**src/rtl/hazard_unit_if.sv**
```systemverilog
// rtl/hazard_unit_if.sv - pipeline hazard status in, stage enables/flushes/counters out
`timescale 1ns/1ps
interface hazard_unit_if #(parameter int CNT_W = 16);
    logic             ihit;
    logic             dhit;
    logic             dREN_mem;
    logic             dWEN_mem;
    logic             memread_ex;
    logic [4:0]       wsel_ex;
    logic [4:0]       rsel1_id;
    logic [4:0]       rsel2_id;
    logic             use_rs_id;
    logic             use_rt_id;
    logic             jump_id;
    logic             brtaken_mem;
    logic             halt_wb;
    logic             pc_en;
    logic             ifid_en;
    logic             idex_en;
    logic             exmem_en;
    logic             memwb_en;
    logic             ifid_flush;
    logic             idex_flush;
    logic             exmem_flush;
    logic             memwb_flush;
    logic             halted;
    logic [CNT_W-1:0] stall_cnt;
    logic [CNT_W-1:0] squash_cnt;

    modport master (
        output ihit, dhit, dREN_mem, dWEN_mem, memread_ex, wsel_ex, rsel1_id, rsel2_id,
               use_rs_id, use_rt_id, jump_id, brtaken_mem, halt_wb,
        input  pc_en, ifid_en, idex_en, exmem_en, memwb_en,
               ifid_flush, idex_flush, exmem_flush, memwb_flush,
               halted, stall_cnt, squash_cnt
    );

    modport slave (
        input  ihit, dhit, dREN_mem, dWEN_mem, memread_ex, wsel_ex, rsel1_id, rsel2_id,
               use_rs_id, use_rt_id, jump_id, brtaken_mem, halt_wb,
        output pc_en, ifid_en, idex_en, exmem_en, memwb_en,
               ifid_flush, idex_flush, exmem_flush, memwb_flush,
               halted, stall_cnt, squash_cnt
    );
endinterface

```
**src/rtl/hazard_unit.sv**
```systemverilog
// rtl/hazard_unit.sv - stall/flush control for the five-stage pipeline
`timescale 1ns/1ps
module hazard_unit #(
    parameter int CNT_W = 16
) (
    input  logic          CLK,
    input  logic          nRST,
    hazard_unit_if.slave  hif
);
    typedef enum logic [1:0] {RUN = 2'd0, DWAIT = 2'd1, HALT = 2'd2} state_t;
    typedef enum logic [2:0] {
        R_HALT, R_FREEZE, R_BRANCH, R_JUMP, R_SQUASH, R_LU, R_IMISS, R_RUN
    } rule_t;

    localparam logic [CNT_W-1:0] CNT_MAX = '1;

    state_t           state, state_nxt;
    rule_t            rule;
    logic             squash_pend, squash_pend_nxt;
    logic [CNT_W-1:0] stall_cnt_q, squash_cnt_q;
    logic [CNT_W:0]   squash_sum;
    logic [1:0]       squash_add;
    logic             lu, dmiss;
    logic             pc_en, ifid_en, idex_en, exmem_en, memwb_en;
    logic             ifid_flush, idex_flush, exmem_flush, memwb_flush;

    assign lu = hif.memread_ex && (hif.wsel_ex != 5'd0) &&
                ((hif.use_rs_id && (hif.rsel1_id == hif.wsel_ex)) ||
                 (hif.use_rt_id && (hif.rsel2_id == hif.wsel_ex)));
    assign dmiss = (hif.dREN_mem || hif.dWEN_mem) && !hif.dhit;

    // A pending squash only fires once the wrong-path word actually lands (ihit).
    always_comb begin
        rule = R_RUN;
        if (state == HALT || hif.halt_wb)     rule = R_HALT;
        else if (dmiss)                       rule = R_FREEZE;
        else if (hif.brtaken_mem)             rule = R_BRANCH;
        else if (hif.jump_id)                 rule = R_JUMP;
        else if (squash_pend && hif.ihit)     rule = R_SQUASH;
        else if (lu)                          rule = R_LU;
        else if (!hif.ihit)                   rule = R_IMISS;
    end

    always_ff @(posedge CLK or negedge nRST) begin
        if (!nRST) begin
            state        <= RUN;
            squash_pend  <= 1'b0;
            stall_cnt_q  <= '0;
            squash_cnt_q <= '0;
        end else begin
            state       <= state_nxt;
            squash_pend <= squash_pend_nxt;
            if (state != HALT && !pc_en && stall_cnt_q != CNT_MAX)
                stall_cnt_q <= stall_cnt_q + 1'b1;
            squash_cnt_q <= squash_sum[CNT_W] ? CNT_MAX : squash_sum[CNT_W-1:0];
        end
    end

    always_comb begin
        state_nxt = state;
        case (state)
            RUN:     if (dmiss)    state_nxt = DWAIT;
            DWAIT:   if (hif.dhit) state_nxt = RUN;
            HALT:    state_nxt = HALT;
            default: state_nxt = RUN;
        endcase
        if (hif.halt_wb)
            state_nxt = HALT;

        squash_pend_nxt = squash_pend;
        case (rule)
            R_BRANCH, R_JUMP: squash_pend_nxt = !hif.ihit;
            R_SQUASH:         squash_pend_nxt = 1'b0;
            default:          squash_pend_nxt = squash_pend;
        endcase
    end

    always_comb begin
        pc_en       = 1'b1;
        ifid_en     = 1'b1;
        idex_en     = 1'b1;
        exmem_en    = 1'b1;
        memwb_en    = 1'b1;
        ifid_flush  = 1'b0;
        idex_flush  = 1'b0;
        exmem_flush = 1'b0;
        memwb_flush = 1'b0;
        squash_add  = 2'd0;
        if (!nRST) begin
            {pc_en, ifid_en, idex_en, exmem_en, memwb_en}         = 5'b00000;
            {ifid_flush, idex_flush, exmem_flush, memwb_flush}    = 4'b1111;
        end else begin
            case (rule)
                R_HALT: {pc_en, ifid_en, idex_en, exmem_en, memwb_en} = 5'b00000;
                R_FREEZE: begin
                    {pc_en, ifid_en, idex_en, exmem_en} = 4'b0000;
                    memwb_flush = 1'b1;
                end
                R_BRANCH: begin
                    {ifid_flush, idex_flush, exmem_flush} = 3'b111;
                    squash_add = 2'd3;
                end
                R_JUMP, R_SQUASH: begin
                    ifid_flush = 1'b1;
                    squash_add = 2'd1;
                end
                R_LU: begin
                    pc_en      = 1'b0;
                    ifid_en    = 1'b0;
                    idex_flush = 1'b1;
                end
                R_IMISS: begin
                    pc_en      = 1'b0;
                    ifid_flush = 1'b1;
                end
                default: ;
            endcase
        end
        squash_sum = {1'b0, squash_cnt_q} + (CNT_W+1)'(squash_add);
    end

    assign hif.pc_en       = pc_en;
    assign hif.ifid_en     = ifid_en;
    assign hif.idex_en     = idex_en;
    assign hif.exmem_en    = exmem_en;
    assign hif.memwb_en    = memwb_en;
    assign hif.ifid_flush  = ifid_flush;
    assign hif.idex_flush  = idex_flush;
    assign hif.exmem_flush = exmem_flush;
    assign hif.memwb_flush = memwb_flush;
    assign hif.halted      = (state == HALT);
    assign hif.stall_cnt   = stall_cnt_q;
    assign hif.squash_cnt  = squash_cnt_q;
endmodule

```
**src/flat_wrapper.sv**
```systemverilog
// flat-port wrapper written by rule: the top's interface ports become plain ports
module hazard_unit_flat 
#(
    parameter int CNT_W = 16
)
  (CLK, nRST, hif_ihit, hif_dhit, hif_dREN_mem, hif_dWEN_mem, hif_memread_ex, hif_wsel_ex, hif_rsel1_id, hif_rsel2_id, hif_use_rs_id, hif_use_rt_id, hif_jump_id, hif_brtaken_mem, hif_halt_wb, hif_pc_en, hif_ifid_en, hif_idex_en, hif_exmem_en, hif_memwb_en, hif_ifid_flush, hif_idex_flush, hif_exmem_flush, hif_memwb_flush, hif_halted, hif_stall_cnt, hif_squash_cnt);
  hazard_unit_if #(.CNT_W(CNT_W)) hif_i ();
  input  logic CLK;
  input  logic nRST;
  input wire logic [$bits(hif_i.ihit)-1:0] hif_ihit;
  input wire logic [$bits(hif_i.dhit)-1:0] hif_dhit;
  input wire logic [$bits(hif_i.dREN_mem)-1:0] hif_dREN_mem;
  input wire logic [$bits(hif_i.dWEN_mem)-1:0] hif_dWEN_mem;
  input wire logic [$bits(hif_i.memread_ex)-1:0] hif_memread_ex;
  input wire logic [$bits(hif_i.wsel_ex)-1:0] hif_wsel_ex;
  input wire logic [$bits(hif_i.rsel1_id)-1:0] hif_rsel1_id;
  input wire logic [$bits(hif_i.rsel2_id)-1:0] hif_rsel2_id;
  input wire logic [$bits(hif_i.use_rs_id)-1:0] hif_use_rs_id;
  input wire logic [$bits(hif_i.use_rt_id)-1:0] hif_use_rt_id;
  input wire logic [$bits(hif_i.jump_id)-1:0] hif_jump_id;
  input wire logic [$bits(hif_i.brtaken_mem)-1:0] hif_brtaken_mem;
  input wire logic [$bits(hif_i.halt_wb)-1:0] hif_halt_wb;
  output wire logic [$bits(hif_i.pc_en)-1:0] hif_pc_en;
  output wire logic [$bits(hif_i.ifid_en)-1:0] hif_ifid_en;
  output wire logic [$bits(hif_i.idex_en)-1:0] hif_idex_en;
  output wire logic [$bits(hif_i.exmem_en)-1:0] hif_exmem_en;
  output wire logic [$bits(hif_i.memwb_en)-1:0] hif_memwb_en;
  output wire logic [$bits(hif_i.ifid_flush)-1:0] hif_ifid_flush;
  output wire logic [$bits(hif_i.idex_flush)-1:0] hif_idex_flush;
  output wire logic [$bits(hif_i.exmem_flush)-1:0] hif_exmem_flush;
  output wire logic [$bits(hif_i.memwb_flush)-1:0] hif_memwb_flush;
  output wire logic [$bits(hif_i.halted)-1:0] hif_halted;
  output wire logic [$bits(hif_i.stall_cnt)-1:0] hif_stall_cnt;
  output wire logic [$bits(hif_i.squash_cnt)-1:0] hif_squash_cnt;
  assign hif_i.ihit = hif_ihit;
  assign hif_i.dhit = hif_dhit;
  assign hif_i.dREN_mem = hif_dREN_mem;
  assign hif_i.dWEN_mem = hif_dWEN_mem;
  assign hif_i.memread_ex = hif_memread_ex;
  assign hif_i.wsel_ex = hif_wsel_ex;
  assign hif_i.rsel1_id = hif_rsel1_id;
  assign hif_i.rsel2_id = hif_rsel2_id;
  assign hif_i.use_rs_id = hif_use_rs_id;
  assign hif_i.use_rt_id = hif_use_rt_id;
  assign hif_i.jump_id = hif_jump_id;
  assign hif_i.brtaken_mem = hif_brtaken_mem;
  assign hif_i.halt_wb = hif_halt_wb;
  assign hif_pc_en = hif_i.pc_en;
  assign hif_ifid_en = hif_i.ifid_en;
  assign hif_idex_en = hif_i.idex_en;
  assign hif_exmem_en = hif_i.exmem_en;
  assign hif_memwb_en = hif_i.memwb_en;
  assign hif_ifid_flush = hif_i.ifid_flush;
  assign hif_idex_flush = hif_i.idex_flush;
  assign hif_exmem_flush = hif_i.exmem_flush;
  assign hif_memwb_flush = hif_i.memwb_flush;
  assign hif_halted = hif_i.halted;
  assign hif_stall_cnt = hif_i.stall_cnt;
  assign hif_squash_cnt = hif_i.squash_cnt;
  hazard_unit #(.CNT_W(CNT_W)) u_core (.CLK(CLK), .nRST(nRST), .hif(hif_i));
endmodule
```
**config.mk**
```make
export PLATFORM = sky130hd
export DESIGN_NAME = hazard_unit_flat
export DESIGN_NICKNAME = d
export VERILOG_FILES = /design/src/rtl/hazard_unit_if.sv /design/src/rtl/hazard_unit.sv /design/src/flat_wrapper.sv
export SDC_FILE = /design/constraint.sdc
export NUM_CORES = 1
export LEC_CHECK = 0
export ABC_AREA = 1
export ABC_CLOCK_PERIOD_IN_PS = 8400
export CAP_MARGIN = 15
export CORE_MARGIN = 1.5
export CORE_UTILIZATION = 40
export DETAILED_ROUTE_END_ITERATION = 7
export PLACE_DENSITY = 0.71
export RECOVER_POWER = 25
export SLEW_MARGIN = 20
export SYNTH_ARGS = -nofsm -noshare
export SYNTH_HDL_FRONTEND = slang
export SYNTH_SLANG_ARGS = --single-unit
```
**constraint.sdc**
```tcl
create_clock -name CLK -period 8.4 [get_ports CLK]
set_input_delay 0.84 -clock CLK [delete_from_list [all_inputs] [get_ports CLK]]
set_output_delay 0.84 -clock CLK [all_outputs]
set_load 0.05 [all_outputs]
```
==> results.cfg <==
[run_status]
outcome = complete, but fails checks
violations = capacitance limit, slew limit

[routing]
drt_iter0_drc = 118
vias = 2288
via_per_inst = 4.79
detail_route.wl_per_cell_microns = 11.6
dr.pass1.iters = 4
drcViolationCount = 0
wirelength_microns = 5550
route.antenna.remaining_nets = 0

[timing]
slew_headroom_pct = -39.8
final_max_slew_viol_count = 42
tightest_slew_ns = 2.10
hold_viol_final = 0
setup_violations = 0
period_minus_slack_ns = 5.10
finalCritPeriodShare_pct = 60.7
final.setup_skew_ns = 0.0110
fin_tns_setup_ns = 0
fmax_mhz = 196
rsz0062_at_grt = false

[worst_setup_path]
crit_type = primary input to output port
path_cells = buf_2 > clkbuf_1 > inv_1 > a21oi_4 > nand2_4 > inv_1 > clkdlybuf4s50_1
cp.buffers_inverters = 5
crit_top_cell = inv_1
reg2reg_setup_slack_ns = 5.02
rr_startpoint = u_core.state[1]
reg2reg_to = u_core.hif.squash_cnt[11]
crit_start = nRST
worstPathArrival_ns = 4.26
critPathTopFamily = buffers and inverters
crit_end = hif_pc_en
max_stage_delay_ns = 1.49
required_ns = 7.56
rr_worst_depth = 18
start_kind = primary input
cp.depth = 7
cp_slowest_cell = clkbuf_1
end_kind = output port
cp_max_fo = 41

[place]
io_buffer_count = 68
dpl_cell_area_sq_um = 3150
gp_congestion = 0.828
dp_hpwl_microns = 4140

[yosys]
syn-cell-area_sq_um = 2440
synthCells = 333
synth-seq-cells = 35
yosysUniqueCellTypes = 40
ys_async_sr_fraction_pct = 100
ys_seq_area_share_pct = 36.0
synth-edff-count = 0
yosysWarnings = 0
ys.flop_type = dfrtp_1
syn_area_per_cell_sq_um = 7.32
syn_nets = 364

[final_layout]
finalInstanceArea_sq_um = 3230
drive_gt1_share_pct = 10.7
antenna-diode-count = 0
nNetsFinal = 433
area_delta_synth_final_pct = 32.7

[global_routing]
overflow = 0
grt_pass1_vias = 2255
grt_antenna_before_repair = 0
grt_start_max_net_pins = 42
grt_use_total_pct = 18.3
grt_pass1_wl_microns = 9600

[cts]
cts_tree = yes
htreeDepth = 2
cts.clk_slew.worst_paths_ns = 0.07
cts_buffers = 5
worstSkewPairLatency_ns = 0.29
postCtsSetupRepairBufs = 0
hold_buffers = 0
clockBufferDepth = 2
numClockSinks = 35
post_cts_resized = 0
cts_root_buffer = clkbuf_8

[floorplanning]
initial_core_util_pct = 41.4
ios = 69
coreArea_sq_um = 5890
dieArea_sq_um = 6570
die_x_microns = 81.0
std_cell_rows = 28
die_h_microns = 81.0

[power_and_ir_drop]
p_seq_share_pct = 46.4
power_report.internal_total_uw = 271
swShare_pct = 32.7
power.switching_uw = 131
power.share.combinational_pct = 22.7
vdd_drop_max_mv = 0.0948
p_per_area_nw_per_um2 = 124
power_leakage_uw = 0.00157
p_clk_share_pct = 30.9

[job]
drv_cap = 1

[min_path]
hold_class = flip-flop to flip-flop
[how the worst min path moves through the flow]
stage | end | cells past startpoint | start | slack, ns
floorplan | u_core.state[0] | 1 | u_core.state[1] | 0.41
global placement | u_core.state[0] | 1 | u_core.state[1] | 0.43
detailed placement | u_core.state[0] | 1 | u_core.state[1] | 0.45
CTS | u_core.state[0] | 1 | u_core.state[1] | 0.46
global route | u_core.state[0] | 1 | u_core.state[1] | 0.50
finish | u_core.state[0] | 1 | u_core.state[1] | 0.45
[area by class of cell]
class	count	area [sq um]
well taps	75	93.8
clock buffers	6	72.6
inverters	59	221
clock inverters	2	12.5
fillers	565	2650
multi-input cells	232	1280
flip-flops and latches	35	876
repair buffers	69	679
[state kept, by name (all words and copies together), names as in the netlist]
signal                 cells
u_core.hif.stall_cnt      16
u_core.hif.squash_cnt     16
u_core.state               2
u_core.squash_pend         1
[layer usage]
metal | global-route usage, % | vias up | share of wire [%]
met3 | 3.82 | 4 | 5.2
met2 | 28.8 | 55 | 45
li1 | - | 1195 | -
met1 | 24.8 | 1034 | 49
met4 | 6.72 | 0 | 0.85
met5 | 0 | - | 0
[cell usage in the layout (no fill, tap or decap), drive strengths merged]
cell type / count
clkinvlp: 1
o21ai: 7
clkinv: 1
a2111oi: 1
nor4: 3
a21oi: 4
clkbuf: 7
inv: 59
nor3b: 1
fa: 1
xor2: 13
a41oi: 1
or3b: 1
nand2: 104
clkdlybuf4s50: 67
a311oi: 1
nand4: 22
a21o: 1
or2: 2
ha: 3
nor2: 32
buf: 1
dfrtp: 35
xnor2: 2
o31ai: 1
nand3: 23
a21boi: 1
nor3: 8
[synthesized netlist by cell type, types with 3 or more instances]
library cell / n / area share [%]
nor3_1: 6 / 1.2
nor2_1: 27 / 4.2
a21oi_1: 3 / 0.62
nand2_2: 8 / 2.1
inv_1: 52 / 8.0
nand3_1: 18 / 3.7
inv_2: 7 / 1.1
nor4_1: 3 / 0.77
dfrtp_1: 35 / 36
nand2_1: 95 / 15
nand3_2: 4 / 1.6
nor2_4: 3 / 1.4
xor2_1: 13 / 4.7
o21ai_0: 5 / 1.0
ha_1: 3 / 1.5
nand4_1: 21 / 5.4
[power groups by stage]
| stage | sequential [uW] | clock [uW] | combinational, uW |
|---|---|---|---|
| 6_report | 186 | 124 | 91.1 |
| 2_1_floorplan | 214 | 0 | 27.1 |
| 5_1_grt | 188 | 134 | 99.6 |
| 3_5_place_dp | 190 | 0 | 92.4 |
| 4_1_cts | 187 | 129 | 92.6 |
| 3_3_place_gp | 190 | 0 | 91.2 |
[kinds of logic (layout without fill, tap and decap cells)]
group / after synthesis / in the layout / synth area share, %
fa+ha+maj: 4 / 4 / 2.36
compound gates: 17 / 17 / 4.88
buf+inv: 66 / 136 / 11.7
flops: 35 / 35 / 36.0
simple gates: 196 / 196 / 39.8
xor+xnor: 15 / 15 / 5.39
[stage by stage]
step	setup slack, ns	power (uW)	hold WS (ns)	util (%)	instances
after CTS	4.19	408	0.456	55.0	478
after global routing	2.54	422	0.501	54.9	478
after detailed placement	3.94	283	0.447	53.5	470
after global placement	4.09	281	0.431	53.5	470
after floorplan	4.77	241	0.415	-	333
final	3.30	402	0.453	54.9	478
Power figures use the tool's default switching activity.
